--- src/rtl/decode_stage.sv ---
// decode_stage: instruction decode with two-entry skid buffer; define ILLEGAL_HALT_EN to halt on illegal opcodes
module decode_stage #(
  parameter int RW = 4,
  parameter int IW = 16,
  localparam int CW = 5 + 4 * RW
) (
  input  logic          clk,
  input  logic          rst_n,
  input  logic          in_valid,
  input  logic [IW-1:0] in_ins,
  output logic          in_ready,
  input  logic          flush,
  output logic          out_valid,
  output logic [CW-1:0] out_ctl,
  output logic          out_illegal,
  input  logic          out_ready,
  output logic          halted
);
  logic [4:0] op;
  logic [2*RW-1:0] f;
  logic [CW-1:0] dec_ctl, main_ctl, skid_ctl;
  logic dec_ill, main_ill, skid_ill, main_v, skid_v, acc, pop, run;
  logic unused_bits;
  assign op = in_ins[IW-1:IW-5];
  assign f = in_ins[2*RW-1:0];
  assign unused_bits = ^in_ins;
  assign acc = in_valid && in_ready;
  assign pop = out_valid && out_ready;
  assign in_ready = !skid_v && run;
  assign out_valid = main_v;
  assign out_ctl = main_ctl;
  assign out_illegal = main_ill;
  // classify the opcode and pack its operand field into the control word
  always_comb begin
    dec_ctl = '0;
    dec_ill = 1'b0;
    case (op)
      5'b00000, 5'b00001, 5'b01000, 5'b01001, 5'b01010, 5'b01011, 5'b01100,
      5'b01101, 5'b01110, 5'b10000, 5'b10001, 5'b10010, 5'b10011, 5'b00100:
        dec_ctl = {op, f, {2*RW{1'b0}}};
      5'b10100, 5'b10101, 5'b00110:
        dec_ctl = {op, f[2*RW-1:RW], {2*RW{1'b0}}, f[RW-1:0]};
      5'b10110, 5'b10111, 5'b00101:
        dec_ctl = {op, {2*RW{1'b0}}, f};
      default:
        dec_ill = 1'b1;
    endcase
  end
  // main/skid buffer: skid refills main on pop, new beats land in main when it frees up
  always_ff @(posedge clk or negedge rst_n) begin
    if (!rst_n) begin
      main_v <= 1'b0;
      skid_v <= 1'b0;
      main_ctl <= '0;
      main_ill <= 1'b0;
      skid_ctl <= '0;
      skid_ill <= 1'b0;
    end else if (flush) begin
      main_v <= 1'b0;
      skid_v <= 1'b0;
      main_ctl <= '0;
      main_ill <= 1'b0;
    end else if (pop && skid_v) begin
      main_ctl <= skid_ctl;
      main_ill <= skid_ill;
      skid_v <= 1'b0;
    end else if (acc && (!main_v || pop)) begin
      main_v <= 1'b1;
      main_ctl <= dec_ctl;
      main_ill <= dec_ill;
    end else if (acc) begin
      skid_v <= 1'b1;
      skid_ctl <= dec_ctl;
      skid_ill <= dec_ill;
    end else if (pop) begin
      main_v <= 1'b0;
    end
  end
`ifdef ILLEGAL_HALT_EN
  typedef enum logic {RUN, HALT} state_t;
  state_t state;
  // enter HALT on an accepted illegal beat, leave only on flush
  always_ff @(posedge clk or negedge rst_n) begin
    if (!rst_n) state <= RUN;
    else if (flush) state <= RUN;
    else if (acc && dec_ill) state <= HALT;
  end
  assign run = state == RUN;
  assign halted = state == HALT;
`else
  assign run = 1'b1;
  assign halted = 1'b0;
`endif
endmodule

--- config.mk ---
export PLATFORM = sky130hd
export DESIGN_NAME = decode_stage
export DESIGN_NICKNAME = d
export VERILOG_FILES = /design/src/rtl/decode_stage.sv
export SDC_FILE = /design/constraint.sdc
export NUM_CORES = 1
export LEC_CHECK = 0
export ABC_AREA = 1
export CAP_MARGIN = 0
export CORE_UTILIZATION = 40
export DETAILED_ROUTE_END_ITERATION = 8
export GPL_ROUTABILITY_DRIVEN = 0
export PLACE_DENSITY_LB_ADDON = 0.25
export SLEW_MARGIN = 20
export SYNTH_ARGS = -nofsm -noshare
export SYNTH_HDL_FRONTEND = slang
export SYNTH_SLANG_ARGS = --single-unit
--- constraint.sdc ---
create_clock -name clk -period 1.2 [get_ports clk]
set_input_delay 0.24 -clock clk [delete_from_list [all_inputs] [get_ports clk]]
set_output_delay 0.24 -clock clk [all_outputs]
set_load 0.05 [all_outputs]
# Word-level counts from Yosys, hierarchy flattened
# Cells that the tools add are included.
classes:
  eq_ne: 22
  mux: 17
  bitwise: 3
  n_reduce_logical: 18
op_table:
  columns: ["cell", "n"]
  rows:
  - ["$mux 21", 3]
  - ["$pmux 21 s3", 1]
  - ["$eq 5x5->1 const B", 8]
  - ["$eq 5x4->1 const B", 7]
  - ["$reduce_or 20->1", 1]
  - ["$eq 5x3->1 const B", 3]
  - ["$reduce_or 14->1", 1]
  - ["$mux 1", 13]
  - ["$reduce_bool 3->1", 3]
  - ["$reduce_or 3->1", 2]
  - ["$eq 5x1->1 const B", 1]
  - ["$logic_not 5->1", 1]
  - ["$logic_and 1x1->1", 4]
  - ["$reduce_and 4->1", 1]
  - ["$ne 3x2->1 const B", 1]
  - ["$ne 3x3->1 const B", 1]
  - ["$not 1->1", 3]
  - ["$reduce_and 3->1", 1]
  - ["$logic_not 1->1", 2]
  - ["$ne 2x2->1 const B", 1]
  - ["$reduce_and 2->1", 1]
  - ["$logic_or 1x1->1", 1]
totals:
  register_bits: 46
  input_bits: 21
  out_inout_bits: 25
  elab_cells: 66

# Longest topological paths before layout
# Gate-level depths: netlist (run 1).
logic_depth:
  word_depth: 6
  depth_mapped: 9

# Worst setup path before layout (run 1)
# OpenSTA, ideal clock, no wires.
synth_timing:
  kind: "flip-flop to flip-flop"
  startpoint: "reg skid_v"
  endpoint: "reg skid_ctl[4]"
  setup_ps: 117
  arrival_time_ps: 1511
  setup_slack_ps: -428
  path_stages_with_launch: 10
  n_path_buf: 1
  cell_sequence: "dfrtp_1 > inv_1 > nand2_1 > a21oi_2 > inv_1 > nand2_1 > inv_2 > buf_2 > nand3_1 > nand2_1"
synth_via:
  elab_chain_len: 5
  word_cells_on_any_way: 7
  cone_classes: "bitwise: 2; reduce/logical: 5"
synth_lines:
  columns: ["element", "line", "source"]
  rows:
  - ["start: declaration", "22", "logic dec_ill, main_ill, skid_ill, main_v, skid_v, acc, pop, run;"]
  - ["start signal: assignment", "53", "skid_v <= 1'b0;"]
  - ["start signal: assignment", "60", "skid_v <= 1'b0;"]
  - ["start signal: assignment", "66", "skid_v <= 1'b0;"]
  - ["$logic_not 1->1 (*)", "29", "assign in_ready = !skid_v && run;"]
  - ["named net in_ready", "11", "output logic in_ready,"]
  - ["$logic_and 1x1->1 (*)", "27", "assign acc = in_valid && in_ready;"]
  - ["$logic_and 1x1->1", "67", "end else if (acc && (!main_v || pop)) begin"]
  - ["$not 1->1 (no source line)", null, null]
  - ["$reduce_and 4->1 (no source line) (*)", null, null]
  - ["end signal: assignment", "73", "skid_ctl <= dec_ctl;"]
  - ["end: declaration", "21", "logic [CW-1:0] dec_ctl, main_ctl, skid_ctl;"]
# The timed path passes the listed nets; every way through them passes the cells marked *.
# A chain may end at the register's enable or synchronous reset.

# Final worst setup path (run 1)
layout_timing:
  startpoint: "reg skid_v"
  endpoint: "reg main_ctl[0], in the netlist out_ctl[0]"
layout_via:
  elab_chain_len: 4
  word_cells_on_any_way: 7
  cone_classes: "mux: 2; reduce/logical: 5"
layout_lines:
  columns: ["element", "line", "source"]
  rows:
  - ["$logic_not 1->1", "29", null]
  - ["$logic_and 1x1->1", "27", null]
  - ["$logic_and 1x1->1", "67", null]
  - ["$reduce_bool 3->1 (no source line)", null, null]
  - ["end signal: assignment", "64", "main_ctl <= skid_ctl;"]
  - ["end signal: assignment", "69", "main_ctl <= dec_ctl;"]
  - ["end: declaration", "21", null]
# Parallel ways exist; a longest one is shown, timed or not.

==> impl_metrics.yaml, run 1 <==
clocking:
  numCtsBuffers: 5
  ctsHtreeMaxLevel: 2
  clockBufferDepth: 2
  clkLatencyLatePin_ns: 0.30
  cts.sinks: 46
  clkSlewWorstSetupHoldPaths_ns: 0.08
  tritoncts: "built"
  cts_root_buf: "clkbuf_8"
worst_setup_path:
  cp.depth: 9
  reg2reg_slack_ns: -0.23
  crit_fanout: 6
  cp.arrival_ns: 1.65
  reg2reg_from: "skid_v"
  crit_path_end: "out_ctl[0]"
  start_kind: "flop"
  worst_path_dominant_cell_family: "buffers and inverters"
  max_stage_delay_ns: 0.42
  r2r_cells: 9
  cp_num_buf_inv: 4
  critPathLaunch: "skid_v"
  required_ns: 1.42
  crit_type: "flop to flop"
  crit_slowest_cell: "dfrtp_1"
  crit_chain: "clkinvlp_4, nand2_4, a21oi_4, nor2_4, buf_12, inv_8, clkbuf_16, nor2_2, a21oi_1"
  cp-end-kind: "flop"
  r2r_end: "out_ctl[0]"
finish:
  mostFrequentLayoutCell: "nand2_1"
  multiInputGateArea_mm2: 0.00126
  drive_above_1_share: 0.445
  antenna_cells: 0
  fillerInstances: 395
  syn2layout_area_growth_pct: 65.8
  layout_common_cells: "64 x nand2_1, 45 x dfrtp_1, 31 x buf_12, 29 x nand3_1, 28 x nor2_2"
  finalNonFillerCells: 429
  ff_latch_area_mm2: 0.00115
  fin_nets: 377
timing:
  worst_slack_ns: -0.232
  finalSetupViolCount: 47
  grt_setup_unrepaired: "true"
  skew_ns: 0.00569
  fmax_ghz: 0.698
  slew_viol_final: 0
  min_period_over_period: 1.19
  hold_viol: 0
  period_needed_ns: 1.43
pwr:
  clock_power_share: 0.208
  power_per_cell_area_mw_per_mm2: 1190
  swShare: 0.355
  max-vdd-ir-drop_mv: 0.544
  p_total_mw: 4.54
  p_comb_frac: 0.360
  internal_power_mw: 2.93
  p_leak_nw: 1.77
  seqPwrFrac: 0.432
  p_sw_mw: 1.61
route:
  remaining_drc_errors: 0
  wl_per_cell_um: 15.3
  via_per_inst: 5.23
  drtIter0Drc: 277
  drt_first_pass_iters: 4
  vias: 2243
  postRouteAntennaNets: 0
  routed_wl_um: 6560
synth:
  avgSynthCellArea_um2: 8.14
  syn-num-nets: 304
  ys_seq_area_frac: 0.500
  ys_warn_count: 0
  synth_seq_cells: 46
  synthTopCellsByArea: "dfrtp_1 50%, nand2_1 11%, a21oi_1 10%"
  synthCells: 283
  yosysUniqueCellTypes: 22
  yosysTopAreaCell: "dfrtp_1"
  yosysTopAreaCellShare: 0.500
  syn-cell-area_mm2: 0.00230
global_route:
  grt_max_degree: 20
  grt_pass1_vias: 2125
  grt_overflow_total: 0
  grtUsageTotal: 0.217
  grt_pass1_wl_um: 10300
  antenna_found_initial: 0
run_status:
  failed_checks: "setup timing"
  status: "finished, violations left"
floorplanning:
  initial_core_util: 0.416
  core_mm2: 0.00554
  fp.dieW_um: 77.9
  io_pins: 46
  die_area_mm2: 0.00607
  die_h_um: 77.9
  rows: 27
hold_path:
  hp-class: "input port to async pin"
placed_design:
  dp_cells: 413
  port_buffers: 41
  post-dp-hpwl_um: 4100
flow_run:
  drv_cap: 0
[cells by family after synthesis]
kind of cell           share of synthesized area
buffers and inverters                     0.0744
AND/OR/NAND/NOR                            0.288
AO/OA/AOI/OAI                              0.136
other                                    0.00163
flip-flops                                 0.500
[layout make-up]
| cell class | instances | area share |
|---|---|---|
| inverter | 20 | 0.0259 |
| clock buffer | 6 | 0.0190 |
| multi-input combinational | 204 | 0.330 |
| timing repair inverter | 1 | 0.00229 |
| timing repair buffer | 78 | 0.293 |
| tap | 72 | 0.0236 |
| sequential | 46 | 0.302 |
| clock inverter | 2 | 0.00360 |
[what timing repair did]
action                     CTS  global route
hold endpoints to repair    15             0
setup endpoints to repair   47            47
gates resized for setup     52            54
cloned                       1             4
pin swaps                    5             5
setup buffers                0             2
hold buffers                 1             0
[power by group through the flow]
stage          Combinational (mW)  Clock (mW)  Sequential, mW
2_1_floorplan               0.425           0            2.19
5_1_grt                      1.73        1.02            1.99
4_1_cts                      1.47       0.971            1.93
3_5_place_dp                 1.40           0            1.94
3_3_place_gp                 1.39           0            1.93
6_report                     1.63       0.943            1.96
[cell usage after synthesis (all sizes together)]
cell / count
inv: 20
a21oi: 48
dfrtp: 46
clkbuf: 1
buf: 12
nor2: 38
conb: 1
nand3: 35
nand2: 74
o211ai: 1
o22ai: 1
o21ai: 3
a31oi: 3
[worst register-to-register path, delay by kind of cell, from the launching register on]
kind | cells | cell delay (ns)
flops | 1 | 0.42
buf+inv | 4 | 0.49
compound gates | 2 | 0.28
simple gates | 3 | 0.16
[metal layers]
| layer | vias up | routed length [um] | GRT usage |
|---|---|---|---|
| met5 | - | 0 | 0 |
| met2 | 69 | 3350 | 0.352 |
| met1 | 1102 | 2880 | 0.302 |
| met4 | 0 | 44 | 0.0566 |
| met3 | 4 | 276 | 0.0329 |
| li1 | 1068 | - | - |
[how the worst min path moves through the flow]
| stage | start | end | slack (ns) | cells after the start |
|---|---|---|---|---|
| after floorplan | rst_n | out_ctl[0] | -0.06 | 0 |
| after global placement | rst_n | out_ctl[2] | 0.21 | 1 |
| after detailed placement | rst_n | out_ctl[2] | 0.22 | 1 |
| after CTS | rst_n | out_ctl[2] | 0.44 | 2 |
| after global routing | out_ready | skid_v | 0.44 | 4 |
| final | rst_n | out_ctl[2] | 0.41 | 2 |
[flip-flops by register name, summed over array words and instances, names as in the netlist]
name,flops
out_ctl,21
out_illegal,1
skid_ctl,21
out_valid,1
skid_v,1
skid_ill,1
[metrics by stage]
| stage | utilization | setup WS (ns) | area (um2) | hold slack (ns) | TNS (ns) |
|---|---|---|---|---|---|
| 6_report | 0.689 | -0.232 | 3820 | 0.412 | -7.66 |
| 5_1_grt | 0.689 | -0.290 | 3820 | 0.435 | -10.74 |
| 4_1_cts | 0.626 | -0.145 | 3470 | 0.435 | -5.67 |
| 3_5_place_dp | 0.585 | -0.583 | 3240 | 0.217 | -22.15 |
| 3_3_place_gp | 0.585 | -0.527 | 3240 | 0.207 | -20.34 |
| 2_1_floorplan | - | -0.288 | 2330 | -0.0556 | -11.76 |
(Power assumes the default switching activity.)
==> run 2, diff against run 1 <==
Settings changed: TNS_END_PERCENT set to 50.
==> run 2 against run 1 <==
Net effect:
- first-iteration DRC count decreased by 20%
- worst hold slack improved by 0.021 ns
- core utilization decreased by 4.5 points
- largest cell class is now sequential cells
- global-route usage decreased by 0.22 points
- the run still ends with setup timing left
- worst setup slack improved by 0.060 ns
- register-to-register slack improved by 0.06 ns
- sequential share of layout area increased by 2.2 points
==> impl_metrics.yaml, run 2 (synthesis gave the netlist of run 1 again) <==
finish:
  finalNonFillerCells: 422
  mostFrequentLayoutCell: "nand2_1"
  layout_common_cells: "65 x nand2_1, 44 x dfrtp_1, 31 x a21oi_1, 30 x buf_12, 29 x nor2_1"
  syn2layout_area_growth_pct: 54.9
  postLayoutCoreUtil: 0.644
  fin_area_mm2: 0.00357
  fillerInstances: 478
  ff_latch_area_mm2: 0.00115
  drive_above_1_share: 0.337
  multiInputGateArea_mm2: 0.00111
  antenna_cells: 0
  fin_nets: 370
route:
  vias: 2188
  postRouteAntennaNets: 0
  drt_first_pass_iters: 4
  routed_wl_um: 6090
  drtIter0Drc: 222
  remaining_drc_errors: 0
  via_per_inst: 5.18
  wl_per_cell_um: 14.4
timing:
  worst_slack_ns: -0.172
  skew_ns: 0.00783
  slew_viol_final: 0
  period_needed_ns: 1.37
  finalSetupViolCount: 47
  grt_setup_unrepaired: "true"
  min_period_over_period: 1.14
  whs_ns: 0.433
  fmax_ghz: 0.729
  setup_tns_ns: -6.06
  hold_viol: 0
worst_setup_path:
  crit_fanout: 2
  cp_num_buf_inv: 3
  reg2reg_slack_ns: -0.17
  crit_chain: "clkinvlp_4, buf_6, buf_12"
  crit_type: "flop to output pin"
  cp.arrival_ns: 1.13
  required_ns: 0.96
  cp-end-kind: "output pin"
  max_stage_delay_ns: 0.43
  crit_slowest_cell: "dfrtp_2"
  start_kind: "flop"
  worst_path_dominant_cell_family: "flip-flops"
placed_design:
  dp_cells: 408
  dpl_cell_area_mm2: 0.00318
  post-dp-hpwl_um: 3770
  port_buffers: 41
clocking:
  ctsHtreeMaxLevel: 2
  cts_root_buf: "clkbuf_8"
  numCtsBuffers: 5
  cts.sinks: 46
  clkLatencyLatePin_ns: 0.30
  clkSlewWorstSetupHoldPaths_ns: 0.09
  tritoncts: "built"
  clockBufferDepth: 2
pwr:
  p_leak_nw: 1.70
  max-vdd-ir-drop_mv: 0.704
  power_per_cell_area_mw_per_mm2: 1290
global_route:
  grt_pass1_wl_um: 10100
  grt_pass1_vias: 2083
  grtUsageTotal: 0.215
  antenna_found_initial: 0
  grt_overflow_total: 0
  grt_max_degree: 47
floorplanning:
  die_area_mm2: 0.00607
  die_h_um: 77.9
  io_pins: 46
  fp.dieW_um: 77.9
  core_mm2: 0.00554
  rows: 27
  initial_core_util: 0.416
flow_run:
  drv_cap: 0
run_status:
  failed_checks: "setup timing"
  status: "finished, violations left"
hold_path:
  hp-class: "input port to async pin"
## run 2: power breakdown
part / leakage, nW / internal (mW) / total [mW] / switching, mW
clock network: 0.0585 / 0.625 / 1.19 / 0.568
logic: 1.05 / 0.686 / 1.50 / 0.811
registers: 0.592 / 1.75 / 1.93 / 0.179
## run 2: per-layer routing
layer / vias to the layer above / global-route usage / share of wire
met4: 0 / 0.0736 / 0.012
met2: 63 / 0.345 / 0.50
li1: 1055 / - / -
met3: 7 / 0.0400 / 0.043
met5: - / 0 / 0
met1: 1063 / 0.291 / 0.45
## run 2: area by class of cell
cell class | count | area share
inverter | 20 | 0.0277
clock buffer | 5 | 0.0193
multi-input combinational | 204 | 0.311
clock inverter | 3 | 0.0123
sequential | 46 | 0.323
tap | 72 | 0.0252
timing repair buffer | 72 | 0.282
## run 2: what timing repair did
item	CTS	global route
pin swaps	13	14
hold buffers	1	0
resized for setup	36	23
buffers inserted	1	2
setup endpoints to repair	47	47
cloned	1	1
endpoints found under the hold margin	46	0
## run 2: metrics by stage
step / worst slack, ns / total power [mW]
after global placement: -0.519 / 3.29
final: -0.172 / 4.62
after global routing: -0.242 / 4.82
after detailed placement: -0.595 / 3.32
after CTS: -0.157 / 4.58
after floorplan: -0.288 / 2.61
## run 2: tightest hold or removal path, cell delays in order
cell	delay (ns)
dlygate4sd3_1	0.52
buf_2	0.12
buf_12	0.24
## run 2: path summary, 6_finish.rpt
path                       depth (start not counted)      endpoint        start
setup / recovery                                   3      in_ready       skid_v
hold / removal                                     3   skid_ctl[3]        rst_n
setup reg to reg                                   8   out_ctl[13]       skid_v
hold reg to reg                                    2   skid_ctl[6]  skid_ctl[6]
max in group asynchronous                          3     out_valid        rst_n
min in group clk                                   3  skid_ctl[16]   in_ins[11]
==> run 3, diff against run 2 <==
--- a/constraint.sdc
+++ b/constraint.sdc
@@ -3,2 +3,2 @@
 set_output_delay 0.24 -clock clk [all_outputs]
-set_load 0.05 [all_outputs]
+set_load 0.1 [all_outputs]
==> run 3 against run 2 <==
Net effect:
- the flow still finishes with violations (setup timing)
- maximum frequency down 3.9%
- clock power is 19% lower
- critical path type is now flop to flop
- clock-buffer cell count is 1 higher
- worst setup slack lost 0.056 ns
- critical path depth increased by 5
- via count is 1.5% higher
- sequential share of layout area increased by 0.53 points
- clock skew shrank 0.0050 ns
==> impl_metrics.yaml, run 3 (synthesis gave the netlist of run 1 again) <==
global_route:
  grt_pass1_wl_um: 10400
  grt_max_degree: 47
  antenna_found_initial: 0
  grt_pass1_vias: 2045
  grtUsageTotal: 0.224
  grt_overflow_total: 0
floorplanning:
  core_mm2: 0.00554
  io_pins: 46
  rows: 27
  die_h_um: 77.9
  initial_core_util: 0.416
  fp.dieW_um: 77.9
  die_area_mm2: 0.00607
worst_setup_path:
  required_ns: 1.40
  start_kind: "flop"
  crit_chain: "clkinvlp_4, nand2_4, buf_4, nor2_4, nand2_8, clkbuf_16, nand2_2, nand2_1"
  max_stage_delay_ns: 0.43
  worst_path_dominant_cell_family: "buffers and inverters"
  crit_fanout: 7
  crit_slowest_cell: "dfrtp_1"
  cp.arrival_ns: 1.63
  crit_type: "flop to flop"
  cp-end-kind: "flop"
  cp_num_buf_inv: 3
timing:
  period_needed_ns: 1.43
  skew_ns: 0.00280
  fmax_ghz: 0.701
  whs_ns: 0.430
  worst_slack_ns: -0.228
  finalSetupViolCount: 47
  hold_viol: 0
  grt_setup_unrepaired: "true"
  slew_viol_final: 0
  min_period_over_period: 1.19
finish:
  mostFrequentLayoutCell: "nand2_1"
  fin_area_mm2: 0.00351
  drive_above_1_share: 0.306
  finalNonFillerCells: 425
  antenna_cells: 0
  syn2layout_area_growth_pct: 52.3
  layout_common_cells: "57 x nand2_1, 47 x a21oi_1, 45 x dfrtp_1, 30 x nand3_1"
  fin_nets: 373
placed_design:
  post-dp-hpwl_um: 3710
  dp_cells: 406
  dpl_cell_area_mm2: 0.00316
  port_buffers: 41
run_status:
  status: "finished, violations left"
  failed_checks: "setup timing"
route:
  wl_per_cell_um: 15.3
  vias: 2221
  remaining_drc_errors: 0
  routed_wl_um: 6490
  drt_first_pass_iters: 4
  via_per_inst: 5.23
  drtIter0Drc: 182
  postRouteAntennaNets: 0
flow_run:
  drv_cap: 0
hold_path:
  hp-class: "input port to async pin"
pwr:
  power_per_cell_area_mw_per_mm2: 1350
  max-vdd-ir-drop_mv: 0.735
  p_leak_nw: 1.70
clocking:
  numCtsBuffers: 5
  clkLatencyLatePin_ns: 0.31
  cts_root_buf: "clkbuf_8"
  clockBufferDepth: 2
  clkSlewWorstSetupHoldPaths_ns: 0.09
  tritoncts: "built"
  ctsHtreeMaxLevel: 2
  cts.sinks: 46
-- run 3: cell types whose count changed in the layout (fill, tap and decap cells not counted), moves of 3 or more --
cell and delta:
nand2_1 -8, inv_4 +3, a21oi_2 -16, nand3_1 +3, a21oi_1 +16, nand2_2 +9
-- run 3: layer usage --
layer / GRT usage / up-vias / part of all wire
met2: 0.350 / 84 / 0.47
li1: - / 1060 / -
met5: 0 / - / 0
met3: 0.0388 / 13 / 0.065
met1: 0.310 / 1064 / 0.44
met4: 0.0811 / 0 / 0.019
-- run 3: layout make-up --
type	instances	area (um2)
Clock buffer	6	72.6
Fill cell	462	2030
Tap cell	72	90.1
Timing Repair inverter	3	31.3
Clock inverter	2	13.8
Inverter	20	91.3
Timing Repair Buffer	72	998
Sequential cell	46	1150
Multi-Input combinational cell	204	1060
-- run 3: worst min-delay path: stages --
cell	delay, ns
dlygate4sd3_1	0.52
buf_2	0.12
buf_12	0.24
-- run 3: power breakdown --
group / internal, mW / switching (mW)
Clock: 0.412 / 0.550
Combinational: 0.686 / 1.18
Sequential: 1.75 / 0.170
-- run 3: final timing paths --
path | start | to | slack (ns) | depth (start not counted)
setup / recovery | skid_v | skid_ctl[4] | -0.23 | 8
hold / removal | rst_n | skid_ctl[0] | 0.43 | 3
setup reg to reg | skid_v | skid_ctl[4] | -0.23 | 8
hold reg to reg | skid_ctl[15] | skid_ctl[15] | 0.48 | 2
max in group asynchronous | rst_n | out_valid | 0.54 | 3
min in group clk | in_ins[11] | skid_ctl[16] | 0.45 | 3
-- run 3: per-stage QoR --
step	worst slack (ns)	total power [mW]	utilization	setup TNS, ns
4_1_cts	-0.170	4.70	0.613	-5.82
3_5_place_dp	-0.565	3.67	0.571	-21.64
3_3_place_gp	-0.513	3.65	0.571	-20.64
2_1_floorplan	-0.517	2.96	-	-21.99
5_1_grt	-0.281	4.95	0.633	-10.81
6_report	-0.228	4.75	0.633	-7.85
-- run 3: timing repair --
item,4_1_cts,5_1_grt
endpoints found under the setup margin,47,49
setup buffers,1,1
pin swaps,4,2
hold buffers,1,0
gates cloned,5,3
hold endpoints to repair,46,0
resized for setup,32,13
